[src/rtl/sfu_max_sub.sv]
`default_nettype none
// ============================================================================
// Module   : sfu_max_sub
// Purpose  : Softmax pre-stage. Reads a row of scores from scache, subtracts
//            the row maximum with saturation, writes it back, then runs the SFU.
// Revision : 1.0 - initial release
// ============================================================================
module sfu_max_sub #(
    parameter int LANES = 8,
    parameter int DW    = 16,
    parameter int AW    = 7
) (
    input  logic                clk,
    input  logic                rst,
    input  logic                start,
    input  logic [AW-1:0]       row_addr,
    input  logic [7:0]          row_cnt,
    input  logic [3:0]          cfg_valid_lanes,
    output logic                busy,
    output logic                done,
    output logic                cub_sfu_req,
    output logic                cub_sfu_we,
    output logic [AW-1:0]       cub_sfu_addr,
    input  logic                cub_sfu_gnt,
    output logic [LANES*32-1:0] cub_sfu_wdata,
    output logic [LANES*4-1:0]  cub_sfu_be,
    input  logic [LANES*32-1:0] cub_sfu_rdata,
    input  logic [LANES-1:0]    cub_sfu_rvalid,
    output logic                sfu_start,
    output logic [AW-1:0]       sfu_rw_scache_addr,
    input  logic                sfu_done
);

    localparam int IW = (LANES > 1) ? $clog2(LANES) : 1;
    localparam int CW = 4;
    localparam logic signed [DW-1:0] C_MIN   = {1'b1, {(DW-1){1'b0}}};
    localparam logic signed [DW-1:0] C_MAX   = {1'b0, {(DW-1){1'b1}}};
    localparam logic [CW-1:0]        C_LANES = CW'(LANES);
    localparam logic [IW-1:0]        C_LAST  = IW'(LANES - 1);

    typedef enum logic [3:0] {
        ST_IDLE     = 4'd0,
        ST_RD_REQ   = 4'd1,
        ST_RD_WAIT  = 4'd2,
        ST_MAX      = 4'd3,
        ST_SUB      = 4'd4,
        ST_WR_REQ   = 4'd5,
        ST_SFU_GO   = 4'd6,
        ST_SFU_WAIT = 4'd7,
        ST_NEXT     = 4'd8
    } state_t;

    state_t                  r_state;
    state_t                  w_state_nxt;
    logic [AW-1:0]           r_addr;
    logic [7:0]              r_remain;
    logic [CW-1:0]           r_nvalid;
    logic [CW-1:0]           w_nvalid;
    logic [LANES-1:0]        r_flags;
    logic [IW-1:0]           r_idx;
    logic signed [DW-1:0]    r_max;
    logic signed [DW-1:0]    w_cur;
    logic                    w_take;
    logic                    w_last;
    logic [31:0]             r_lane [LANES];
    logic [DW-1:0]           w_diff [LANES];

    // Out-of-range lane counts are folded into the legal 1..LANES range.
    always_comb begin
        w_nvalid = cfg_valid_lanes;
        if (cfg_valid_lanes == '0) begin
            w_nvalid = CW'(1);
        end else if (cfg_valid_lanes > C_LANES) begin
            w_nvalid = C_LANES;
        end
    end

    assign w_cur  = r_lane[r_idx][DW-1:0];
    assign w_take = (CW'(r_idx) < r_nvalid) && (w_cur > r_max);
    assign w_last = (r_remain <= 8'd1);

    always_ff @(posedge clk) begin
        if (rst) begin
            r_state <= ST_IDLE;
        end else begin
            r_state <= w_state_nxt;
        end
    end

    always_comb begin
        w_state_nxt = r_state;
        cub_sfu_req = 1'b0;
        cub_sfu_we  = 1'b0;
        sfu_start   = 1'b0;
        done        = 1'b0;
        case (r_state)
            ST_IDLE: begin
                if (start) begin
                    w_state_nxt = (row_cnt == 8'd0) ? ST_NEXT : ST_RD_REQ;
                end
            end
            ST_RD_REQ: begin
                cub_sfu_req = 1'b1;
                if (cub_sfu_gnt) begin
                    w_state_nxt = ST_RD_WAIT;
                end
            end
            ST_RD_WAIT: begin
                if (&(r_flags | cub_sfu_rvalid)) begin
                    w_state_nxt = ST_MAX;
                end
            end
            ST_MAX: begin
                if (r_idx == C_LAST) begin
                    w_state_nxt = ST_SUB;
                end
            end
            ST_SUB: begin
                w_state_nxt = ST_WR_REQ;
            end
            ST_WR_REQ: begin
                cub_sfu_req = 1'b1;
                cub_sfu_we  = 1'b1;
                if (cub_sfu_gnt) begin
                    w_state_nxt = ST_SFU_GO;
                end
            end
            ST_SFU_GO: begin
                sfu_start   = 1'b1;
                w_state_nxt = ST_SFU_WAIT;
            end
            ST_SFU_WAIT: begin
                if (sfu_done) begin
                    w_state_nxt = ST_NEXT;
                end
            end
            ST_NEXT: begin
                if (w_last) begin
                    done        = 1'b1;
                    w_state_nxt = ST_IDLE;
                end else begin
                    w_state_nxt = ST_RD_REQ;
                end
            end
            default: begin
                w_state_nxt = ST_IDLE;
            end
        endcase
    end

    // busy falls in the same cycle done is raised.
    assign busy               = (r_state != ST_IDLE) && !done;
    assign cub_sfu_addr       = r_addr;
    assign sfu_rw_scache_addr = r_addr;
    assign cub_sfu_be         = {(LANES*4){1'b1}};

    always_ff @(posedge clk) begin
        if (rst) begin
            r_addr   <= '0;
            r_remain <= '0;
            r_nvalid <= '0;
            r_flags  <= '0;
            r_idx    <= '0;
            r_max    <= '0;
            for (int i = 0; i < LANES; i++) begin
                r_lane[i] <= '0;
            end
        end else begin
            case (r_state)
                ST_IDLE: begin
                    if (start) begin
                        r_addr   <= row_addr;
                        r_remain <= row_cnt;
                        r_nvalid <= w_nvalid;
                    end
                end
                ST_RD_REQ: begin
                    r_flags <= '0;
                    r_idx   <= '0;
                    r_max   <= C_MIN;
                end
                ST_RD_WAIT: begin
                    for (int i = 0; i < LANES; i++) begin
                        if (cub_sfu_rvalid[i]) begin
                            r_lane[i]  <= cub_sfu_rdata[32*i +: 32];
                            r_flags[i] <= 1'b1;
                        end
                    end
                end
                ST_MAX: begin
                    if (w_take) begin
                        r_max <= w_cur;
                    end
                    r_idx <= r_idx + 1'b1;
                end
                ST_SUB: begin
                    for (int i = 0; i < LANES; i++) begin
                        r_lane[i] <= {{(32-DW){1'b0}}, w_diff[i]};
                    end
                end
                ST_NEXT: begin
                    r_addr <= r_addr + AW'(1);
                    if (r_remain != 8'd0) begin
                        r_remain <= r_remain - 8'd1;
                    end
                end
                default: begin
                end
            endcase
        end
    end

    // Per-lane subtract at DW+1 bits; the sign/overflow pair selects saturation.
    for (genvar gi = 0; gi < LANES; gi++) begin : g_lane
        localparam logic [CW-1:0] C_IDX = CW'(gi);
        logic signed [DW:0] w_ext;
        logic [DW-1:0]      w_res;

        assign w_ext = $signed({r_lane[gi][DW-1], r_lane[gi][DW-1:0]})
                     - $signed({r_max[DW-1], r_max});

        always_comb begin
            w_res = w_ext[DW-1:0];
            if (C_IDX >= r_nvalid) begin
                w_res = C_MIN;
            end else if (w_ext[DW] != w_ext[DW-1]) begin
                w_res = w_ext[DW] ? C_MIN : C_MAX;
            end
        end

        assign w_diff[gi]                  = w_res;
        assign cub_sfu_wdata[32*gi +: 32]  = r_lane[gi];
    end

endmodule
`default_nettype wire

[config.mk]
export PLATFORM = sky130hd
export DESIGN_NAME = sfu_max_sub
export DESIGN_NICKNAME = d
export VERILOG_FILES = /design/src/rtl/sfu_max_sub.sv
export SDC_FILE = /design/constraint.sdc
export NUM_CORES = 1
export LEC_CHECK = 0
export CORE_AREA = 2 2 230 232
export CTS_BUF_LIST = sky130_fd_sc_hd__clkbuf_4
export DETAILED_ROUTE_END_ITERATION = 10
export DIE_AREA = 0 0 232 234
export HOLD_SLACK_MARGIN = 0.05
export PLACE_DENSITY = 0.69
export SETUP_SLACK_MARGIN = 0.05
export SYNTH_ARGS = -nofsm -noshare
export SYNTH_HDL_FRONTEND = slang
export SYNTH_SLANG_ARGS = --single-unit
[constraint.sdc]
create_clock -name clk -period 9.6 [get_ports clk]
set_clock_uncertainty 0.15 [all_clocks]
set_input_delay 0.96 -clock clk [delete_from_list [all_inputs] [get_ports clk]]
set_output_delay 0.96 -clock clk [all_outputs]
set_load 0.01 [all_outputs]
Yosys cells after proc, flatten, opt, wreduce, memory -nomap -nowiden
Memories as Yosys holds them, arrays and structs flattened. A register that Yosys moved wholly into a read port is not among the register bits.
Index checks and enable logic that the tools add are counted.
{"block": "word_totals", "ramBits": 256, "regBits": 50, "n_memories": 1, "out_inout_bits": 307, "in_bits": 288, "wordCells": 226}
{"block": "op_classes", "reduce_logical": 26, "muxes": 112, "add_sub_neg": 11, "magnitude_cmp": 12, "bitwise": 17, "eq_ne": 33}
{"memory": "r_lane", "words": 8, "width": 32, "read_ports": 9, "rd_clocked_by_memory_dff": 1, "wr": 8, "line": "65", "rtl": "logic [31:0] r_lane [LANES];"}
{"op": "$mux 32", "n": 16}
{"op": "$mux 16", "n": 25}
{"op": "$sub 16x16->17", "n": 8}
{"op": "$mux 1", "n": 51}
{"op": "$mux 4", "n": 9}
{"op": "$pmux 4 s9", "n": 1}
{"op": "$ne 2x2->1 const B", "n": 16}
{"op": "$pmux 16 s2", "n": 1}
{"op": "$pmux 8 s2", "n": 2}
{"op": "$reduce_and 2->1", "n": 11}
{"op": "$eq 4x3->1 const B", "n": 4}
{"op": "$ge 3x4->1 const A", "n": 4}
{"op": "$gt 16x16->1", "n": 1}
{"op": "$mux 8", "n": 2}
{"op": "$or 1x1->1", "n": 16}
{"op": "$pmux 7 s2", "n": 1}
{"op": "$eq 4x2->1 const B", "n": 2}
{"op": "$ge 1x4->1 const A", "n": 2}
{"op": "$ge 2x4->1 const A", "n": 2}
{"op": "$le 8x1->1 const B", "n": 1}
{"op": "$logic_not 4->1", "n": 2}
{"op": "$logic_not 8->1", "n": 1}
{"op": "$ne 1x1->1", "n": 8}
{"op": "$or 8x8->8", "n": 1}
{"op": "20 further kinds", "n": 24}

Logic depth before layout (Yosys ltp)
Gate-level depths: netlist of the first run.
{"block": "depth", "word_depth": 6, "ltp_mapped": 20, "ltp_nobuf": 18}

Worst setup path before layout of the first run
No wires, ideal clock.
{"block": "synth_path", "path_kind": "reg2reg", "start": "reg r_max[1]", "end": "mem r_lane[1][10], data pin", "t_arrival_ns": 3.708, "path_stages_with_launch": 16, "required_time_ns": 9.193, "synth_period_minus_slack_ns": 4.115, "path_slack_ns": 5.485, "setup_ns": 0.257, "n_path_buf": 2, "path_cell_list": "dfxtp_1 -> inv_1 -> ha_1 -> nor2b_1 -> o31a_1 -> o32ai_1 -> o211ai_1 -> a31oi_1 -> nor2b_1 -> o211a_1 -> ha_1 -> buf_1 -> o21ai_0 -> clkbuf_1 -> a21oi_1 -> a32o_1"}
{"item": "start, declared", "line": "61", "rtl": "logic signed [DW-1:0] r_max;"}
{"item": "start signal, assigned", "line": "192", "rtl": "r_max <= w_cur;"}
{"item": "end, declared", "line": "65"}

==> results of run 1 <==
==> worst max-delay path, stage by stage, from the launching register on <==
cell	delay, ns
dfxtp_1	0.30
inv_1	0.45
ha_1	0.40
o21a_1	0.20
o31a_1	0.14
o32ai_1	0.55
o211ai_1	0.16
a31oi_1	0.30
nor2b_1	0.11
o211a_1	0.25
ha_1	0.52
o21ai_0	0.99
a21oi_1	0.10
a22o_1	0.24
==> per-layer routing <==
| layer | GRT usage | routed length (microns) |
|---|---|---|
| met1 | 0.347 | 31400 |
| met2 | 0.477 | 38000 |
| met3 | 0.0717 | 6730 |
| met4 | 0.121 | 3390 |
| met5 | 0 | 75 |
==> sequential cells by signal (all words and copies together), names as in the netlist, named ones only <==
name	cells
r_lane	256
r_max	16
r_flags	8
r_remain	8
cub_sfu_addr	7
r_nvalid	4
r_state	4
r_idx	3
==> cells in the mapped netlist, types with 48 or more instances <==
cell | count | area share
nand2_1 | 246 | 0.045
edfxtp_1 | 192 | 0.28
ha_1 | 167 | 0.10
a21oi_1 | 164 | 0.040
nor2_1 | 164 | 0.030
dfxtp_1 | 117 | 0.11
o21ai_0 | 109 | 0.027
and3_1 | 77 | 0.023
inv_1 | 71 | 0.013
clkbuf_1 | 69 | 0.013
a22o_1 | 68 | 0.029
xnor2_1 | 48 | 0.020
==> cell type report <==
cell class,count,area (sq um)
multi-input combinational,1674,11600
antenna,3,7.51
clock inverter,33,209
clock buffer,132,991
inverter,71,267
timing repair buffer,583,5780
sequential,309,8110
fill,4734,24200
tap,688,861
==> cells by family (layout without fill, tap and decap cells) <==
group | Yosys count | count (layout) | share of synthesized area
buf+inv | 210 | 819 | 0.0476
xor+xnor | 83 | 83 | 0.0354
mux | 52 | 52 | 0.0458
simple gates | 707 | 707 | 0.162
other cells | 1 | 35 | 0.000183
fa+ha+maj | 175 | 175 | 0.110
compound gates | 625 | 625 | 0.204
flops | 309 | 309 | 0.395
==> worst min path at each step <==
stage	start	end	slack [ns]	cells past startpoint
2_1_floorplan	r_flags[7]	r_flags[7]	0.28	1
3_3_place_gp	r_flags[5]	r_flags[5]	0.28	1
3_5_place_dp	r_flags[5]	r_flags[5]	0.29	1
4_1_cts	r_lane[7][25]	r_lane[7][25]	0.30	2
5_1_grt	r_lane[7][25]	r_lane[7][25]	0.33	2
6_report	r_lane[7][25]	r_lane[7][25]	0.30	2
==> where the power goes <==
part / switching (uW) / internal (uW) / leakage [uW]
sequential: 213 / 1630 / 0.00295
clock: 634 / 692 / 0.000715
combinational: 1490 / 1100 / 0.00732
==> per-stage QoR <==
stage          hold WS, ns  cells
2_1_floorplan        0.277   2193
3_3_place_gp         0.285   3325
3_5_place_dp         0.292   3325
4_1_cts              0.304   3490
5_1_grt              0.329   3491
6_report             0.301   3493
==> impl.org, run 1 <==
** Run status
- The flow ran to the end, and the final reports show no timing, DRC or antenna violations.

** Critical path
- Worst Reg-to-Reg Cells :: 13
- In this run the worst setup path terminates at r_lane[1][0].
- Data arrives at the worst endpoint at around 5.6 ns.
- Kind of capture point of the worst setup path :: register
- The critical path starts at r_max[2].
- Of all nets on the critical path, the largest fanout is 19.
- The worst register-to-register path ends at r_lane[1][0].
- Flop-to-flop setup slack :: 4.45 ns
- Reg2reg start :: r_max[2]
- Worst setup path class :: register to register
- Worst Path Required :: approximately 10 ns
- Startpoint types :: register

** Route
- Residual DRC count :: 0
- The detailed router placed between 15,000 and 20,000 vias in this run.
- After detailed routing, the number of vias per cell comes to roughly 5.6.
- Aggregate routed wire length :: about 80,000 microns
- Detailed Routing Iterations Pass 1 :: 5
- Final routed wire length divided by cell count :: about 23 microns
- The detail route stage leaves a number of antenna-violating nets equal to 0.
- The first routing iteration left about 1,900 violations.

** STA
- Final Hold Violating Endpoints :: 0
- The max-slew violation total from the final report came to 0.
- Setup violations remaining at the end of the flow were counted as 0.
- Measured against its own limit, the worst slew margin works out to 0.172.
- Setup repair after global routing left no endpoint under its margin.
- Least-Margin Pin Slew :: 1.24 ns
- Max Clk Rate :: 194 MHz
- Total Negative Setup Slacks :: 0 ns
- In the post-route analysis, the smallest setup slack over all paths is roughly 4.5 ns.
- The worst path needs slightly above 5 ns of the cycle, external delays included.
- Period utilisation layout :: 0.536

** Placement
- Final RePlAce weighted congestion :: 0.963
- Dpl cell area :: around 27,000 sq um
- Worst setup slack after placement :: 4.57 ns
- Number of input and output port buffers inserted :: between 500 and 600
- DP Wirelength :: a little over 60,000 microns

** GRT
- Vias in the first global route :: roughly 19,000
- Across every metal layer, demand over resource in global routing totals 0.284.
- Entering global routing, the biggest net connects about 70 pins.
- The initial antenna violation count was 7.
- The first global-routing pass estimated about 120,000 microns of wire.
- Residual overflow from global routing :: 0

** Die
- Initial core utilization :: 0.395
- During I/O placement, the number of pins put on the boundary was ~600.
- Measured along the x axis, the die boundary spans roughly 230 microns.
- The floorplan has 84 rows.
- Die outline area :: 54,300 sq um
- The core region is roughly 52,000 sq um.
- Chip Height :: approximately 230 microns

** Pwr
- VDD sags by at most between 0.0001 and 0.00015 V.
- Areal power density over the cells :: between 200 and 250 nW/um^2
- Static power due to leakage :: ~0.011 uW
- Pwr Total :: 5750 uW

** Cells and area
- After routing the design area is between 20,000 and 30,000 sq um.
- Growth of design area from synthesis to finish :: 35.4%
- Leaving out fill and tap cells, the most frequent cells in the layout are 561 x clkdlybuf4s50_1, 246 x nand2_1, 192 x edfxtp_1.
- Ratio of cells with drive above 1 in the final layout :: 0.0896
- The library cell used most frequently in the layout, excluding fill and tap cells, is clkdlybuf4s50_1.
- For this run, the post-layout net count is about 3,200.
- Once layout is complete, the utilization of the core stands at 0.535.

** CTS
- Setup repair bufs after CTS :: 0
- TritonCTS clock tree :: yes
- Total clock sinks :: between 300 and 400
- Counting the buffers created by CTS gives 90.
- In this run the deepest clock path goes through 3 buffers.
- Clock Pin Slew Worst Setup and Hold Paths :: approximately 0.07 ns
- Post-CTS repair changed the size of 0 cells.
- In this run, post-CTS hold repair placed 0 buffers.
- The clock reaches the later pin of the worst-skew pair after 0.84 ns.
- Max H-tree Level :: 3
- Cell at the root of the clock tree :: clkbuf_4

** Yosys
- Counting flops with a built-in enable in the synthesized netlist gives 192.
- For this run, the register share of the synthesized area comes to 0.395.
- Counting every instance in the synthesized netlist gives approximately 2,200.
- The synthesized netlist occupies a cell area of between 20,000 and 25,000 sq um.
- Post-synth ARST share :: 0
- Avg Inst Size Synth :: ~9.5 sq um
- Yosys printed 0 warnings.
- Flip-flop and latch count after synthesis :: between 300 and 400
- The netlist uses 83 different library cells.
- Among all flip-flop cells after synthesis, the most frequent one is edfxtp_1.

** Flow run
- The tool flagged a number of max-cap violations equal to 0.

** Worst hold path
- Type of the most critical hold path :: register to register
(Power assumes the default switching activity.)
==> inputs of run 2 (changes only) <==
--- a/config.mk
+++ b/config.mk
@@ -10,7 +10,7 @@
 export DETAILED_ROUTE_END_ITERATION = 10
 export DIE_AREA = 0 0 232 234
 export HOLD_SLACK_MARGIN = 0.05
-export PLACE_DENSITY = 0.69
+export PLACE_DENSITY = 0.71
 export SETUP_SLACK_MARGIN = 0.05
 export SYNTH_ARGS = -nofsm -noshare
 export SYNTH_HDL_FRONTEND = slang
==> constraint.sdc (replaced) <==
create_clock -name clk -period 4.25 [get_ports clk]
set_clock_uncertainty 0.15 [all_clocks]
set_input_delay 0.425 -clock clk [delete_from_list [all_inputs] [get_ports clk]]
set_output_delay 0.425 -clock clk [all_outputs]
set_load 0.01 [all_outputs]
==> impl.org, run 2 (synthesis gave the netlist of run 1 again) <==
** Pwr
- Switching power share of the total :: 0.411 (was 0.406)
- The power dissipated by switching net loads came to 5510 uW (was 2340 uW).
- Static power due to leakage :: 0.0118 uW (was 0.0110 uW)
- The internal power summed over all cells was 7890 uW (was 3420 uW).
- Comb pwr share :: 0.477 (was 0.450)
- Relative contribution of sequential cells to total power :: 0.308 (was 0.319)
- The maximum ir drop on the vdd rail was 0.000322 V (was 0.000127 V).
- The power density over the cells came to 453 nW/um^2 (was 207 nW/um^2).
- Fraction of power consumed by the clock network :: 0.215 (was 0.230)

** Die
- Die outline area :: 54,300 sq um (unchanged)
- The row count came to 84 (unchanged).
- The effective utilization at floorplan was 0.395 (unchanged).
- Die Span X :: 232 microns (unchanged)
- The number of top-level pins was 595 (unchanged).
- The core region area was 52,000 sq um (unchanged).
- The die height came to 234 microns (unchanged).

** Cells and area
- The leading cell type in the layout, fill and taps excluded is clkdlybuf4s50_1 (unchanged).
- Most frequent cells in the layout :: 561 x clkdlybuf4s50_1, 245 x nand2_1, 192 x edfxtp_1 (was 561 x clkdlybuf4s50_1, 246 x nand2_1, 192 x edfxtp_1)
- Final non-filler cell area :: 29,600 sq um (was 27,800 sq um)
- Ratio of cells with drive above 1 in the final layout :: 0.115 (was 0.0896)
- The number of flip-flops under the largest register name came to 256 (unchanged).
- The area growth from synthesis to layout came to 44.1% (was 35.4%).
- Largest register by flop count :: r_lane (unchanged)
- Largest registers: r_lane: 256 flops, r_max: 16 flops (unchanged).
- Layout Nets :: 3,373 (was 3,192)

** CTS
- The number of sinks on the clock net came to 309 (unchanged).
- The clock tree root buffer cell was clkbuf_4 (unchanged).
- TritonCTS clock tree :: yes (unchanged)
- The clock edge transition at the registers on the reported setup and hold paths was 0.07 ns (about the same).
- The insertion delay of the later-clocked pin in the worst-skew pair was 0.84 ns (about the same).
- TritonCTS Buffers :: 90 (unchanged)
- Clock Path Buffers :: 3 (unchanged)
- The maximum level of the CTS H-tree came to 3 (unchanged).

** GRT
- The initial antenna violation count is 4 (was 7).
- Largest net degree at the start of global routing :: 65 (was 69)
- Global-route wire length before repair :: 123,000 microns (was 116,000 microns)
- GRT Overall Usage :: 0.299 (was 0.284)
- The number of global-route vias before repair was 20,600 (was 19,300).
- Residual overflow from global routing :: 0 (unchanged)

** STA
- Final period demand of the worst path :: 4.06 ns (was 5.15 ns)
- Setup violations, final :: 0 (unchanged)
- Unrepaired setup endpoints after global routing :: yes (was no)
- Worst hold-check slack :: 0.137 ns (was 0.301 ns)
- Period utilisation layout :: 0.956 (was 0.536)
- Count of final max-slew check failures :: 0 (unchanged)
- The worst relative slew slack is 0.118 (was 0.172).
- The timing-limited maximum frequency was 246 MHz (was 194 MHz).
- The number of hold violations in the final report was 0 (unchanged).
- The slew at the pin with the worst max-slew slack is 1.32 ns (was 1.24 ns).

** Critical path
- Worst setup path class :: register to register (unchanged)
- Worst Path Required :: 4.68 ns (was 10.00 ns)
- Startpoint types :: register (unchanged)
- The maximum net fanout on the critical path is 15 (was 19).
- Kind of capture point of the worst setup path :: register (unchanged)
- Data arrival time of the worst path :: 4.49 ns (was 5.55 ns)

** Placement
- The routability congestion estimate was 0.979 (was 0.963).
- DP Wirelength :: 63,800 microns (was 61,100 microns)
- The quantity of I/O buffers inserted on ports is 562 (unchanged).
- The placed standard-cell area is 27,100 sq um (was 26,600 sq um).

** Route
- Total via count in the routed design :: 20,700 (was 19,700)
- The first-pass iteration count of the detailed router is 6 (was 5).
- The via density per instance was 5.65 (was 5.64).
- The count of unresolved DRC violations after routing was 0 (unchanged).
- Initial DRC Count :: 1,721 (was 1,863)
- Final routed wire length divided by cell count :: 22.9 microns (was 22.8 microns)
- The antenna violation net count after detailed routing came to 0 (unchanged).
- The total routed wirelength came to 84,200 microns (was 79,700 microns).

** Worst hold path
- Type of the most critical hold path :: primary input to register (was register to register)

** Run status
- Result of the run: complete, no violations (unchanged).

** Flow run
- Max-Cap Viols :: 0 (unchanged)
[run 2: cell types whose count changed in the layout (fill, tap and decap cells not counted), moves of 9 or more]
cell | before | now
clkinv_1 | 19 | 29
clkbuf_4 | 132 | 123
dlygate4sd3_1 | 0 | 105
buf_4 | 21 | 91
[run 2: critical path, stage by stage, from the launching register on]
cell and delay, ns:
dfxtp_1 0.35, clkinvlp_4 0.22, buf_12 0.21, ha_1 0.24, or3_1 0.41, o211ai_1 0.20, nand3_1 0.18, a31oi_4 0.25
o21bai_1 0.12, a21oi_2 0.24, xor2_1 0.19, ha_1 0.31, nor4b_4 0.31, a21oi_4 0.19, a22o_1 0.22
[run 2: area by class of cell]
cell class                      count  area, sq um
Timing Repair Buffer              763         7450
Sequential cell                   309         8110
Inverter                           71          278
Clock inverter                     40          213
Multi-Input combinational cell   1675        11700
Clock buffer                      123          923
Antenna cell                        2         5.00
Tap cell                          688          861
Fill cell                        4490        22400
[run 2: per-layer routing]
layer	track usage	part of all wire	vias up
met5	0	0.00012	-
met4	0.148	0.046	2
met3	0.0654	0.084	214
met2	0.500	0.48	1048
met1	0.366	0.39	9929
li1	-	-	9538
[run 2: path summary, 6_finish.rpt]
kind,cells past startpoint,slack [ns],from,to
min,2,0.14,cub_sfu_rdata[170],r_lane[5][10]
min reg2reg,2,0.31,r_lane[7][17],r_lane[7][17]
max reg2reg,14,0.19,r_max[5],r_lane[4][0]
max,14,0.19,r_max[5],r_lane[4][0]
[run 2: timing repair]
action / 4_1_cts / 5_1_grt
buffers inserted: 2 / 7
resized for setup: 8 / 32
endpoints found under the setup margin: 57 / 113
gates cloned: 0 / 1
pin swaps: 0 / 2
endpoints found under the hold margin: 110 / 0
hold buffers: 105 / 0
[run 2: metrics by stage]
step / setup WS, ns / std cells / setup TNS (ns) / power (uW) / util
after floorplan: 0.135 / 2193 / 0 / 7720 / -
after global placement: 0.0456 / 3391 / 0 / 10100 / 0.521
after detailed placement: -0.168 / 3391 / -3.03 / 10300 / 0.521
after CTS: 0.0622 / 3661 / 0 / 13300 / 0.564
after global routing: 0.00110 / 3671 / 0 / 14200 / 0.569
final: 0.189 / 3671 / 0 / 13400 / 0.569
[run 2: power groups by stage]
stage	Combinational (uW)	Clock (uW)	Sequential, uW
detailed placement	6100	0	4160
CTS	6240	2960	4110
global route	6940	3100	4150
finish	6390	2890	4130
global placement	5970	0	4160
floorplan	3610	0	4110
==> inputs of run 3 (changes only) <==
--- a/config.mk
+++ b/config.mk
@@ -12,6 +12,7 @@
 export HOLD_SLACK_MARGIN = 0.05
 export PLACE_DENSITY = 0.71
 export SETUP_SLACK_MARGIN = 0.05
+export SLEW_MARGIN = 20
 export SYNTH_ARGS = -nofsm -noshare
 export SYNTH_HDL_FRONTEND = slang
 export SYNTH_SLANG_ARGS = --single-unit
==> impl.org, run 3 (synthesis gave the netlist of run 1 again) <==
** Cells and area
- Largest register by flop count :: r_lane (unchanged)
- Register Area :: 8110 sq um (unchanged)
- The leading cell type in the layout, fill and taps excluded is clkdlybuf4s50_1 (unchanged).
- The net count of the finished layout was 3,361 (was 3,373).
- Filler cell count in the final layout :: 4,566 (was 4,490)
- Area of the multi-input gates :: 11,700 sq um (about the same)
- Ratio of cells with drive above 1 in the final layout :: 0.115 (about the same)
- Largest registers :: r_lane: 256 flops, r_max: 16 flops (unchanged)
- The area growth from synthesis to layout was 43.3% (was 44.1%).
- Final non-filler cell area :: 29,400 sq um (was 29,600 sq um)
- Flip-flop count of the largest register, all copies and words added :: 256 (unchanged)
- Most frequent cells in the layout :: 561 x clkdlybuf4s50_1, 245 x nand2_1, 192 x edfxtp_1 (unchanged)

** Die
- Die Span X :: 232 microns (unchanged)
- The number of top-level pins is 595 (unchanged).
- Die outline area :: 54,300 sq um (unchanged)
- Chip Height :: 234 microns (unchanged)
- The effective utilization at floorplan was 0.395 (unchanged).
- The row count was 84 (unchanged).
- The core region area came to 52,000 sq um (unchanged).

** Critical path
- Worst setup path class :: register to register (unchanged)
- The startpoint type of the worst setup path is a register (unchanged).
- The maximum net fanout on the critical path was 6 (was 15).
- Data arrival time of the worst path :: 4.52 ns (was 4.49 ns)
- Worst Path Required :: 4.71 ns (was 4.68 ns)
- Kind of capture point of the worst setup path :: register (unchanged)

** GRT
- The overall fraction of global-route tracks in use was 0.300 (was 0.299).
- Antenna violations before repair :: 4 (unchanged)
- The first-pass GRT wire length came to 123,000 microns (about the same).
- Residual overflow from global routing :: 0 (unchanged)
- Vias in the first global route :: 20,600 (about the same)
- The maximum number of pins on one net before global-route repair came to 65 (unchanged).

** CTS
- Cell at the root of the clock tree :: clkbuf_4 (unchanged)
- Insertion delay to the later sink of the worst-skew pair :: 0.84 ns (about the same)
- TritonCTS clock tree :: yes (unchanged)
- The maximum level of the CTS H-tree is 3 (unchanged).
- Clock Pin Slew Worst Setup and Hold Paths :: 0.07 ns (about the same)
- The number of sinks on the clock net is 309 (unchanged).
- TritonCTS Buffers :: 89 (was 90)
- The maximum root-to-sink buffer count came to 3 (unchanged).

** Placement
- DP Wirelength :: 63,800 microns (about the same)
- Dpl cell area :: 27,100 sq um (about the same)
- The quantity of I/O buffers inserted on ports is 562 (unchanged).
- The routability congestion estimate was 0.979 (unchanged).

** STA
- Final period demand of the worst path :: 4.06 ns (about the same)
- The max-slew violation total from the final report is 0 (unchanged).
- The slew at the pin with the worst max-slew slack came to 1.01 ns (was 1.32 ns).
- Period utilisation layout :: 0.954 (was 0.956)
- The number of hold violations in the final report is 0 (unchanged).
- Setup violations, final :: 0 (unchanged)
- Max Clk Rate :: 247 MHz (was 246 MHz)
- The total negative slack for setup checks is 0 ns (unchanged).
- Worst slew margin relative to its limit :: 0.324 (was 0.118)
- Unrepaired setup endpoints after global routing: no (was yes).

** Pwr
- The power density over the cells is 451 nW/um^2 (was 453 nW/um^2).
- The total design power came to 13,300 uW (was 13,400 uW).
- The leakage component of the power is 0.0117 uW (was 0.0118 uW).
- The maximum ir drop on the vdd rail came to 0.000289 V (was 0.000322 V).

** Route
- The first-iteration detailed-routing DRC count came to 1,713 (was 1,721).
- The detail-routed net length per standard cell came to 23.0 microns (was 22.9 microns).
- Residual antenna-violating net count after detailed routing :: 0 (unchanged)
- The first-pass iteration count of the detailed router came to 7 (was 6).
- The total routed wirelength was 84,000 microns (was 84,200 microns).
- Routed vias/inst :: 5.65 (about the same)
- The vias after detailed routing is 20,600 (was 20,700).
- The count of unresolved DRC violations after routing came to 0 (unchanged).

** Flow run
- The count of max-cap constraint violations was 0 (unchanged).

** Run status
- Result of the run: complete, no violations (unchanged).

** Worst hold path
- The type of the tightest min-delay check was primary input to register (unchanged).
==> run 3: metal layers <==
layer / vias to the layer above / routed length, microns / global-route usage
li1: 9491 / - / -
met1: 9905 / 32900 / 0.361
met2: 1030 / 40300 / 0.503
met3: 205 / 7010 / 0.0699
met4: 2 / 3800 / 0.149
met5: - / 10 / 0
==> run 3: path summary, 6_finish.rpt <==
| check | start | end | slack (ns) | cells after the start |
|---|---|---|---|---|
| worst min register to register | r_lane[7][17] | r_lane[7][17] | 0.30 | 2 |
| worst max register to register | r_max[5] | r_lane[2][13] | 0.19 | 14 |
| worst max-delay path | r_max[5] | r_lane[2][13] | 0.19 | 14 |
| worst min-delay path | cub_sfu_rdata[165] | r_lane[5][5] | 0.14 | 2 |
==> run 3: layout make-up <==
cell class / count / area share
diodes: 2 / 0.000170
clock buffers: 122 / 0.0311
clock inverters: 32 / 0.00532
inverters: 71 / 0.00944
multi-input cells: 1675 / 0.399
flip-flops and latches: 309 / 0.276
well taps: 688 / 0.0293
repair buffers: 752 / 0.250
==> run 3: timing repair <==
| item | CTS | global route |
|---|---|---|
| hold buffers | 94 | 0 |
| pin swaps | 0 | 4 |
| gates cloned | 0 | 1 |
| buffers inserted | 4 | 5 |
| endpoints found under the hold margin | 100 | 0 |
| setup endpoints to repair | 64 | 114 |
| gates resized for setup | 10 | 28 |
==> run 3: worst max-delay path: stages, from the launching register on <==
cell and delay [ns]:
dfxtp_1 0.35, clkinvlp_4 0.19, ha_1 0.27, or2_2 0.34, o311ai_2 0.32, and3_1 0.24
nor3_2 0.08, a221oi_2 0.32, xor2_1 0.14, ha_1 0.36, nor2_1 0.06, a211oi_1 0.39
o21a_2 0.29, a21oi_1 0.06, a311oi_1 0.27
==> run 3: metrics by stage <==
stage,util,std cells,hold WS [ns],setup slack [ns]
floorplan,-,2193,0.277,0.135
global placement,0.521,3391,0.287,0.0456
detailed placement,0.522,3391,0.294,-0.150
CTS,0.562,3643,0.0501,0.0797
global route,0.565,3650,0.0610,0.0249
finish,0.565,3651,0.140,0.194
==> run 3: report_power, final <==
group | internal, uW | switching [uW] | leakage (uW) | total [uW]
Sequential | 3670 | 453 | 0.00295 | 4120
Clock | 1340 | 1450 | 0.000630 | 2790
Combinational | 2790 | 3570 | 0.00812 | 6370
